$ cat config.mk
export PLATFORM = sky130hd
export DESIGN_NAME = alu_ctrl_mdu
export DESIGN_NICKNAME = d
export VERILOG_FILES = /design/src/rtl/mips_pkg.sv /design/src/rtl/md_engine.sv /design/src/rtl/alu_ctrl_mdu.sv
export SDC_FILE = /design/constraint.sdc
export NUM_CORES = 1
export LEC_CHECK = 0
export CORE_ASPECT_RATIO = 1.75
export CORE_MARGIN = 3
export CORE_UTILIZATION = 40
export DETAILED_ROUTE_END_ITERATION = 12
export PLACE_DENSITY_LB_ADDON = 0.1
export SYNTH_ARGS = -nofsm -noshare
export SYNTH_HDL_FRONTEND = slang
export SYNTH_SLANG_ARGS = --single-unit
export TNS_END_PERCENT = 30
$ cat constraint.sdc
create_clock -name clk -period 8.6 [get_ports clk]
set_clock_uncertainty 0.2 [all_clocks]
set_input_delay 1.72 -clock clk [delete_from_list [all_inputs] [get_ports clk]]
set_output_delay 1.72 -clock clk [all_outputs]
set_load 0.01 [all_outputs]
$ cat src/rtl/mips_pkg.sv
// Shared MIPS control definitions: ALU operation encodings, main-control
// classes, funct/opcode field values and the multiply/divide engine states.
package mips_pkg;

  typedef enum logic [3:0] {
    OP_AND = 4'b0000,
    OP_OR  = 4'b0001,
    OP_ADD = 4'b0010,
    OP_XOR = 4'b0011,
    OP_SUB = 4'b0110,
    OP_SLT = 4'b0111,
    OP_NOR = 4'b1100
  } alu_oper_t;

  localparam logic [1:0] ALU_LS = 2'b00;
  localparam logic [1:0] ALU_BR = 2'b01;
  localparam logic [1:0] ALU_R  = 2'b10;
  localparam logic [1:0] ALU_I  = 2'b11;

  localparam logic [5:0] F_ADD   = 6'b100000;
  localparam logic [5:0] F_SUB   = 6'b100010;
  localparam logic [5:0] F_AND   = 6'b100100;
  localparam logic [5:0] F_OR    = 6'b100101;
  localparam logic [5:0] F_XOR   = 6'b100110;
  localparam logic [5:0] F_NOR   = 6'b100111;
  localparam logic [5:0] F_SLT   = 6'b101010;
  localparam logic [5:0] F_MFHI  = 6'b010000;
  localparam logic [5:0] F_MFLO  = 6'b010010;
  localparam logic [5:0] F_MULT  = 6'b011000;
  localparam logic [5:0] F_MULTU = 6'b011001;
  localparam logic [5:0] F_DIV   = 6'b011010;
  localparam logic [5:0] F_DIVU  = 6'b011011;

  localparam logic [5:0] OPC_ADDI = 6'b001000;
  localparam logic [5:0] OPC_SLTI = 6'b001010;
  localparam logic [5:0] OPC_ANDI = 6'b001100;
  localparam logic [5:0] OPC_ORI  = 6'b001101;
  localparam logic [5:0] OPC_XORI = 6'b001110;

  typedef enum logic [1:0] {
    MD_IDLE,
    MD_RUN,
    MD_FIX
  } md_state_t;

endpackage

$ cat src/rtl/md_engine.sv
// Iterative multiply/divide engine: shift-add multiply and restoring divide on
// operand magnitudes, one bit per RUN cycle, with a sign fix-up cycle into HI/LO.
module md_engine
  import mips_pkg::*;
#(
  parameter int unsigned WIDTH = 32
) (
  input  logic             clk,
  input  logic             rst,
  input  logic             start,
  input  logic [1:0]       kind,
  input  logic [WIDTH-1:0] src_a,
  input  logic [WIDTH-1:0] src_b,
  output logic             busy,
  output logic             done,
  output logic [WIDTH-1:0] hi,
  output logic [WIDTH-1:0] lo
);

  localparam int unsigned CW = $clog2(WIDTH);

  md_state_t          state, state_nx;
  logic [CW-1:0]      cnt;
  logic [2*WIDTH-1:0] acc, acc_nx, prod;
  logic [WIDTH-1:0]   opb, a_raw, fix_hi, fix_lo;
  logic [WIDTH:0]     msum, shifted, diff;
  logic               is_div, neg_res, neg_a, divz;
  logic               sgn, start_divz;

  function automatic logic [WIDTH-1:0] mag(input logic [WIDTH-1:0] v, input logic s);
    return (s && v[WIDTH-1]) ? -v : v;
  endfunction

  // kind[1] selects divide, kind[0] selects the unsigned variant
  assign sgn        = ~kind[0];
  assign start_divz = kind[1] && (src_b == '0);
  assign busy       = (state != MD_IDLE);

  always_ff @(posedge clk) begin
    if (rst) state <= MD_IDLE;
    else     state <= state_nx;
  end

  always_comb begin
    state_nx = state;
    case (state)
      MD_IDLE: if (start) state_nx = start_divz ? MD_FIX : MD_RUN;
      MD_RUN:  if (cnt == '0) state_nx = MD_FIX;
      MD_FIX:  state_nx = MD_IDLE;
      default: state_nx = MD_IDLE;
    endcase
  end

  // acc holds {partial product, multiplier} or {remainder, dividend/quotient}
  always_comb begin
    msum    = {1'b0, acc[2*WIDTH-1:WIDTH]} + (acc[0] ? {1'b0, opb} : '0);
    shifted = acc[2*WIDTH-1:WIDTH-1];
    diff    = shifted - {1'b0, opb};
    if (is_div)
      acc_nx = {diff[WIDTH] ? shifted[WIDTH-1:0] : diff[WIDTH-1:0], acc[WIDTH-2:0], ~diff[WIDTH]};
    else
      acc_nx = {msum, acc[WIDTH-1:1]};
    prod   = neg_res ? -acc : acc;
    fix_hi = prod[2*WIDTH-1:WIDTH];
    fix_lo = prod[WIDTH-1:0];
    if (divz) begin
      fix_hi = a_raw;
      fix_lo = '1;
    end else if (is_div) begin
      fix_lo = neg_res ? -acc[WIDTH-1:0] : acc[WIDTH-1:0];
      fix_hi = neg_a ? -acc[2*WIDTH-1:WIDTH] : acc[2*WIDTH-1:WIDTH];
    end
  end

  always_ff @(posedge clk) begin
    if (rst) begin
      cnt     <= '0;
      acc     <= '0;
      opb     <= '0;
      a_raw   <= '0;
      is_div  <= 1'b0;
      neg_res <= 1'b0;
      neg_a   <= 1'b0;
      divz    <= 1'b0;
      hi      <= '0;
      lo      <= '0;
      done    <= 1'b0;
    end else begin
      done <= (state == MD_FIX);
      case (state)
        MD_IDLE: begin
          if (start) begin
            acc     <= {{WIDTH{1'b0}}, mag(src_a, sgn)};
            opb     <= mag(src_b, sgn);
            a_raw   <= src_a;
            is_div  <= kind[1];
            neg_res <= sgn & (src_a[WIDTH-1] ^ src_b[WIDTH-1]);
            neg_a   <= sgn & src_a[WIDTH-1];
            divz    <= start_divz;
            cnt     <= CW'(WIDTH - 1);
          end
        end
        MD_RUN: begin
          acc <= acc_nx;
          cnt <= cnt - CW'(1);
        end
        MD_FIX: begin
          hi <= fix_hi;
          lo <= fix_lo;
        end
        default: ;
      endcase
    end
  end

endmodule

$ cat src/rtl/alu_ctrl_mdu.sv
// ALU control decoder with registered operation output and an attached
// multiply/divide unit; MD-class requests stall while the engine is busy.
module alu_ctrl_mdu
  import mips_pkg::*;
#(
  parameter int unsigned WIDTH = 32,
  parameter int unsigned OP_W  = 4
) (
  input  logic             clk,
  input  logic             rst,
  input  logic             valid_in,
  input  logic [1:0]       alu_op,
  input  logic [5:0]       funct,
  input  logic [5:0]       opcode,
  input  logic [WIDTH-1:0] src_a,
  input  logic [WIDTH-1:0] src_b,
  output logic [OP_W-1:0]  operation,
  output logic             op_valid,
  output logic             illegal,
  output logic             stall,
  output logic             md_busy,
  output logic             md_done,
  output logic [WIDTH-1:0] hi,
  output logic [WIDTH-1:0] lo
);

  alu_oper_t dec_op;
  logic      dec_ill, is_md, is_mf, accept;

  always_comb begin
    dec_op  = OP_ADD;
    dec_ill = 1'b0;
    is_md   = 1'b0;
    is_mf   = 1'b0;
    case (alu_op)
      ALU_LS: dec_op = OP_ADD;
      ALU_BR: dec_op = OP_SUB;
      ALU_R: begin
        case (funct)
          F_ADD:  dec_op = OP_ADD;
          F_SUB:  dec_op = OP_SUB;
          F_AND:  dec_op = OP_AND;
          F_OR:   dec_op = OP_OR;
          F_XOR:  dec_op = OP_XOR;
          F_NOR:  dec_op = OP_NOR;
          F_SLT:  dec_op = OP_SLT;
          F_MFHI, F_MFLO: begin
            dec_op = OP_OR;
            is_mf  = 1'b1;
          end
          F_MULT, F_MULTU, F_DIV, F_DIVU: is_md = 1'b1;
          default: dec_ill = 1'b1;
        endcase
      end
      ALU_I: begin
        case (opcode)
          OPC_ADDI: dec_op = OP_ADD;
          OPC_SLTI: dec_op = OP_SLT;
          OPC_ANDI: dec_op = OP_AND;
          OPC_ORI:  dec_op = OP_OR;
          OPC_XORI: dec_op = OP_XOR;
          default:  dec_ill = 1'b1;
        endcase
      end
      default: dec_ill = 1'b1;
    endcase
  end

  // Only requests that touch HI/LO or the engine wait; plain ALU ops pass
  assign stall  = valid_in && md_busy && (is_md || is_mf);
  assign accept = valid_in && !stall;

  always_ff @(posedge clk) begin
    if (rst) begin
      operation <= OP_W'(OP_ADD);
      op_valid  <= 1'b0;
      illegal   <= 1'b0;
    end else if (accept) begin
      operation <= OP_W'(dec_op);
      op_valid  <= 1'b1;
      illegal   <= dec_ill;
    end else begin
      op_valid  <= 1'b0;
      illegal   <= 1'b0;
    end
  end

  md_engine #(.WIDTH(WIDTH)) u_md (
    .clk   (clk),
    .rst   (rst),
    .start (accept && is_md),
    .kind  (funct[1:0]),
    .src_a (src_a),
    .src_b (src_b),
    .busy  (md_busy),
    .done  (md_done),
    .hi    (hi),
    .lo    (lo)
  );

endmodule

# [Word level (Yosys, flattened, before mapping)]
# Index checks and enable logic that the tools add are counted.
[classes] n_mux=31 bitwise_logic=6 eq_ne=25 reduce_logical=24 n_addsub=8
[ops] operator="2-to-1 mux 32 bit" count=10
[ops] operator="2-to-1 mux 64 bit" count=3
[ops] operator="negation 32 bit" count=4
[ops] operator="case mux 64 bit (2 select lines)" count=1
[ops] operator="negation 64 bit" count=1
[ops] operator="equality test 6 bit (second input constant)" count=7
[ops] operator="equality test 6 x 5 -> 1 bit (second input constant)" count=6
[ops] operator="adder 32 x 33 -> 33 bit" count=1
[ops] operator="subtractor 33 x 32 -> 33 bit" count=1
[ops] operator="logical NOT 32 bit" count=1
[ops] operator="equality test 6 x 4 -> 1 bit (second input constant)" count=5
[ops] operator="case mux 4 bit (6 select lines)" count=1
[ops] operator="case mux 4 bit (4 select lines)" count=1
[ops] operator="OR reduction 13 bit" count=1
[ops] operator="case mux 3 bit (4 select lines)" count=1
[ops] operator="case mux 5 bit (2 select lines)" count=1
[ops] operator="logical AND 1 bit" count=7
[ops] operator="2-to-1 mux 1 bit" count=7
[ops] operator="equality test 2 bit (second input constant)" count=3
[ops] operator="2-to-1 mux 2 bit" count=3
[ops] operator="AND reduction 2 bit" count=3
[ops] operator="logical NOT 5 bit" count=1
[ops] operator="2-to-1 mux 5 bit" count=1
[ops] operator="OR reduction 5 bit" count=1
[ops] operator="other kinds (15)" count=23
[word_totals] inputBits=81 wordCells=109 ff_bits=210

# [Depth between registers and ports, before layout]
[logic_depth] ltp_word=11 ltp_mapped=14 mapped_depth_nobuf=13

# [Modules after synthesis]
# A second synthesis with hierarchy kept.
[hier_totals] hier_cells=2002 hier_area_um2=14985.6
[by_module_without_submodules] mod="md_engine" n_inst=1 seq_area_each_um2=4083.9 cells_each=1941 area_each_um2=14475.1
[by_module_without_submodules] mod="alu_ctrl_mdu" n_inst=1 seq_area_each_um2=120.1 cells_each=61 area_each_um2=510.5

# [Worst setup path before layout]
# OpenSTA, ideal clock, no wires.
[synth_path] kind="input to output" start="input funct[2]" end="output stall" t_arrival_ns=2.950 slack_ns=3.730 stages=5 path_buffers=1 path_cell_list="clkbuf_1 -> or2_2 -> nor3b_1 -> nand2_1 -> nor3_1"
[synth_between] elab_chain_len=6 elab_cells_between_ends=14 cone_classes="eq/ne (6); mux (4); reduce/logical (4)"
[synth_rtl] element="start, declared" line="alu_ctrl_mdu.sv:13" text="input logic [5:0] funct,"
[synth_rtl] element="equality test 6 x 5 -> 1 bit" line="alu_ctrl_mdu.sv:39" text="case (funct)"
[synth_rtl] element="OR reduction 4 bit or OR reduction 2 bit (tied branches)"
[synth_rtl] element="2-to-1 mux 1 bit" line="alu_ctrl_mdu.sv:39"
[synth_rtl] element="2-to-1 mux 1 bit" line="alu_ctrl_mdu.sv:35" text="case (alu_op)"
[synth_rtl] element="logical OR 1 bit (*)" line="alu_ctrl_mdu.sv:70" text="assign stall = valid_in && md_busy && (is_md || is_mf);"
[synth_rtl] element="logical AND 1 bit (*)" line="alu_ctrl_mdu.sv:70"
[synth_rtl] element="end, declared" line="alu_ctrl_mdu.sv:20" text="output logic stall,"
# Mark *: on every way between the ends. The rest lies on a longest branch, timed or not.

# [Worst setup path in the final report]
# Ends and elaborated chain as after synthesis.

==> flow_summary.json <==
{
  "syn_avg_cell_area_sq_um": 7.50,
  "grt_start_max_net_pins": 86,
  "yosysMostFrequentCell": "nor2_1",
  "synth_cell_types": 73,
  "post_cts_resized": 0,
  "cap_violations": 0,
  "path_clk_slew_ps": 60,
  "htree_levels": 1,
  "grt_first_pass_wirelength_um": 84700,
  "cts.sinks": 210,
  "cp_data_required_time_ps": 6680,
  "synth_seq_cells": 210,
  "worst_setup_path_end_kind": "primary output",
  "worst_path_most_repeated_cell": "clkdlybuf4s50_1",
  "cts_buffers": 22,
  "dieArea_sq_um": 40000,
  "dp.cells": 2519,
  "ant_nets": 0,
  "multi_input_area_sq_um": 10100,
  "core.rowCount": 93,
  "synth_top_area_frac": 0.280,
  "fin_util": 0.477,
  "vias": 14900,
  "crit_chain": "clkdlybuf4s50_1 -> or2_2 -> nor3b_1 -> nand2_1 -> nor3_1 -> clkdlybuf4s50_1",
  "firstDrtPassIters": 5,
  "finish.net_count": 2221,
  "routed_via_density": 5.84,
  "yosysWarnings": 0,
  "yosys-top-cells-count": "nor2_1, nand2_1, dfxtp_1, a21oi_1, o21ai_0",
  "antenna_cells_inserted": 0,
  "grt-ovfl-total": 0,
  "p_leak_uw": 0.00642,
  "finalNonFillerCells": 2558,
  "cts-root-buf": "clkbuf_16",
  "drt-total-wl_um": 54700,
  "critPathSlowestCell": "clkdlybuf4s50_1",
  "fill_cells": 3725,
  "yosys.area.top_type": "dfxtp_1",
  "dp_hpwl_um": 42100,
  "worst_hold_path_type": "register to register",
  "cts_tree": "yes",
  "seqPwrFrac": 0.436,
  "swShare": 0.256,
  "synth_seq_area_share": 0.280,
  "async_flop_share": 0,
  "p_int_uw": 1670,
  "status": "completed",
  "antenna_found_initial": 1,
  "grtUsageTotal": 0.262,
  "period_share": 0.695,
  "clkLatencyLatePin_ps": 520,
  "drt_iter0_markers": 802,
  "synth_area_leaders": "dfxtp_1, xnor2_1, a21oi_1",
  "fp.coreArea_sq_um": 36900,
  "synth_ff_type": "dfxtp_1",
  "synth_fp_nets": 2155,
  "setup_violations": 0,
  "p_per_area_nw_per_um2": 128,
  "fmax_mhz": 167,
  "globalplace.congestion": 0.922,
  "drc": 0,
  "grt_pass1_vias": 14800,
  "ioPinCount": 154,
  "die_w_um": 152,
  "netlist_area_sq_um": 15000,
  "max_slew_margin": 0.245,
  "worstSetupStartpointType": "input pin",
  "cts.path.max_buffers": 3,
  "io_buffer_count": 153,
  "power.share.combinational": 0.116,
  "crit_type": "input pin to primary output",
  "peakVddDrop_mv": 0.0976,
  "path_buf_inv": 2,
  "max_stage_delay_ps": 580,
  "initial_utilization": 0.407,
  "slew_violations": 0,
  "fp.dieH_um": 262,
  "worst_ep_arrival_time_ps": 4050,
  "final_layout_size_suffix_gt1_frac": 0.0432,
  "clockPowerShare": 0.448,
  "regArea_sq_um": 4210,
  "tns_ps": 0,
  "finalCriticalPeriod_ps": 5970,
  "synth_enable_flop_cells": 0,
  "hold_violations": 0,
  "post_cts_buffers": 0,
  "areaGrowthSynthToFinish_pct": 17.1,
  "syn_inst": 2002,
  "crit_fanout": 9,
  "wl_per_cell_um": 21.4,
  "p_switching_uw": 577,
  "cts_hold_buf": 0,
  "rsz0062_at_grt": "false",
  "path_delay_family": "simple AND/OR/NAND/NOR gates",
  "worst_slew_pin_slew_ps": 1130
}
per-stage QoR:
| step | power (uW) | area [sq um] | hold slack (ps) | setup slack [ps] |
|---|---|---|---|---|
| after floorplan | 1150 | 15000 | 227 | 3730 |
| after global placement | 1260 | 16800 | 241 | 2710 |
| after detailed placement | 1260 | 16800 | 245 | 2660 |
| after CTS | 2270 | 17600 | 254 | 2650 |
| after global routing | 2330 | 17600 | 274 | 2490 |
| final | 2250 | 17600 | 254 | 2630 |
power groups by stage:
stage | Clock [uW] | Combinational [uW] | Sequential [uW]
2_1_floorplan | 0 | 149 | 1000
3_3_place_gp | 0 | 259 | 1000
3_5_place_dp | 0 | 260 | 1000
4_1_cts | 1030 | 261 | 982
5_1_grt | 1060 | 281 | 982
6_report | 1010 | 261 | 982
cells by family after synthesis:
| kind of cell | Yosys count | share of synthesized area |
|---|---|---|
| AND/OR/NAND/NOR | 662 | 0.203 |
| AO/OA/AOI/OAI | 640 | 0.272 |
| flip-flops | 210 | 0.280 |
| buffers and inverters | 196 | 0.0497 |
| XOR/XNOR | 165 | 0.0962 |
| adder cells (fa/ha/maj) | 72 | 0.0610 |
| multiplexers | 57 | 0.0386 |
routing by layer:
metal,track usage,share of wire,vias up
met4,0.155,0.068,0
met2,0.506,0.54,325
met3,0.0241,0.030,126
met5,0,0,-
met1,0.269,0.36,7088
li1,-,-,7395
worst reg2reg max path, cell delays in order (launching register included):
cell and delay [ps]:
dfxtp_1 470, inv_1 120, ha_1 220, fa_1 380, nand2b_1 190, a21oi_1 250, o21ai_0 290, a211oi_1 790
a41oi_1 340, xnor2_2 200, buf_4 510, mux2_2 480, a221o_1 320
layout make-up:
type                       instances  share of cell area
clock buffer                      32              0.0375
clock inverter                     7             0.00484
inverter                          63              0.0134
multi-input combinational       1596               0.575
sequential                       210               0.239
tap                              475              0.0338
timing repair buffer             175              0.0965
placed cells by master (no fill, tap or decap), drive strengths merged, types with 50 or more instances in the layout:
master           n
inv             62
mux2i           50
nor2           225
a21oi          178
xor2            55
nand2          219
clkdlybuf4s50  152
a211oi          76
dfxtp          210
o21ai          136
ha              70
xnor2          110
state kept, by name (all words and copies together) (netlist names):
register / cells
op_valid: 1
u_md.state: 2
u_md.is_div: 1
u_md.acc: 64
u_md.neg_a: 1
u_md.lo: 32
u_md.neg_res: 1
u_md.cnt: 5
illegal: 1
u_md.done: 1
u_md.hi: 32
operation: 4
u_md.opb: 32
u_md.divz: 1
u_md.a_raw: 32
path summary, 6_finish.rpt:
check	startpoint	end	slack, ps	cells past startpoint
max reg2reg	u_md.acc[31]$_SDFFE_PP0P_	u_md.acc[41]$_SDFFE_PP0P_	3730	12
max	funct[2]	stall	2630	6
min	u_md.opb[25]$_SDFFE_PP0P_	u_md.opb[25]$_SDFFE_PP0P_	250	2
min reg2reg	u_md.opb[25]$_SDFFE_PP0P_	u_md.opb[25]$_SDFFE_PP0P_	250	2
Power figures use the tool's default switching activity.
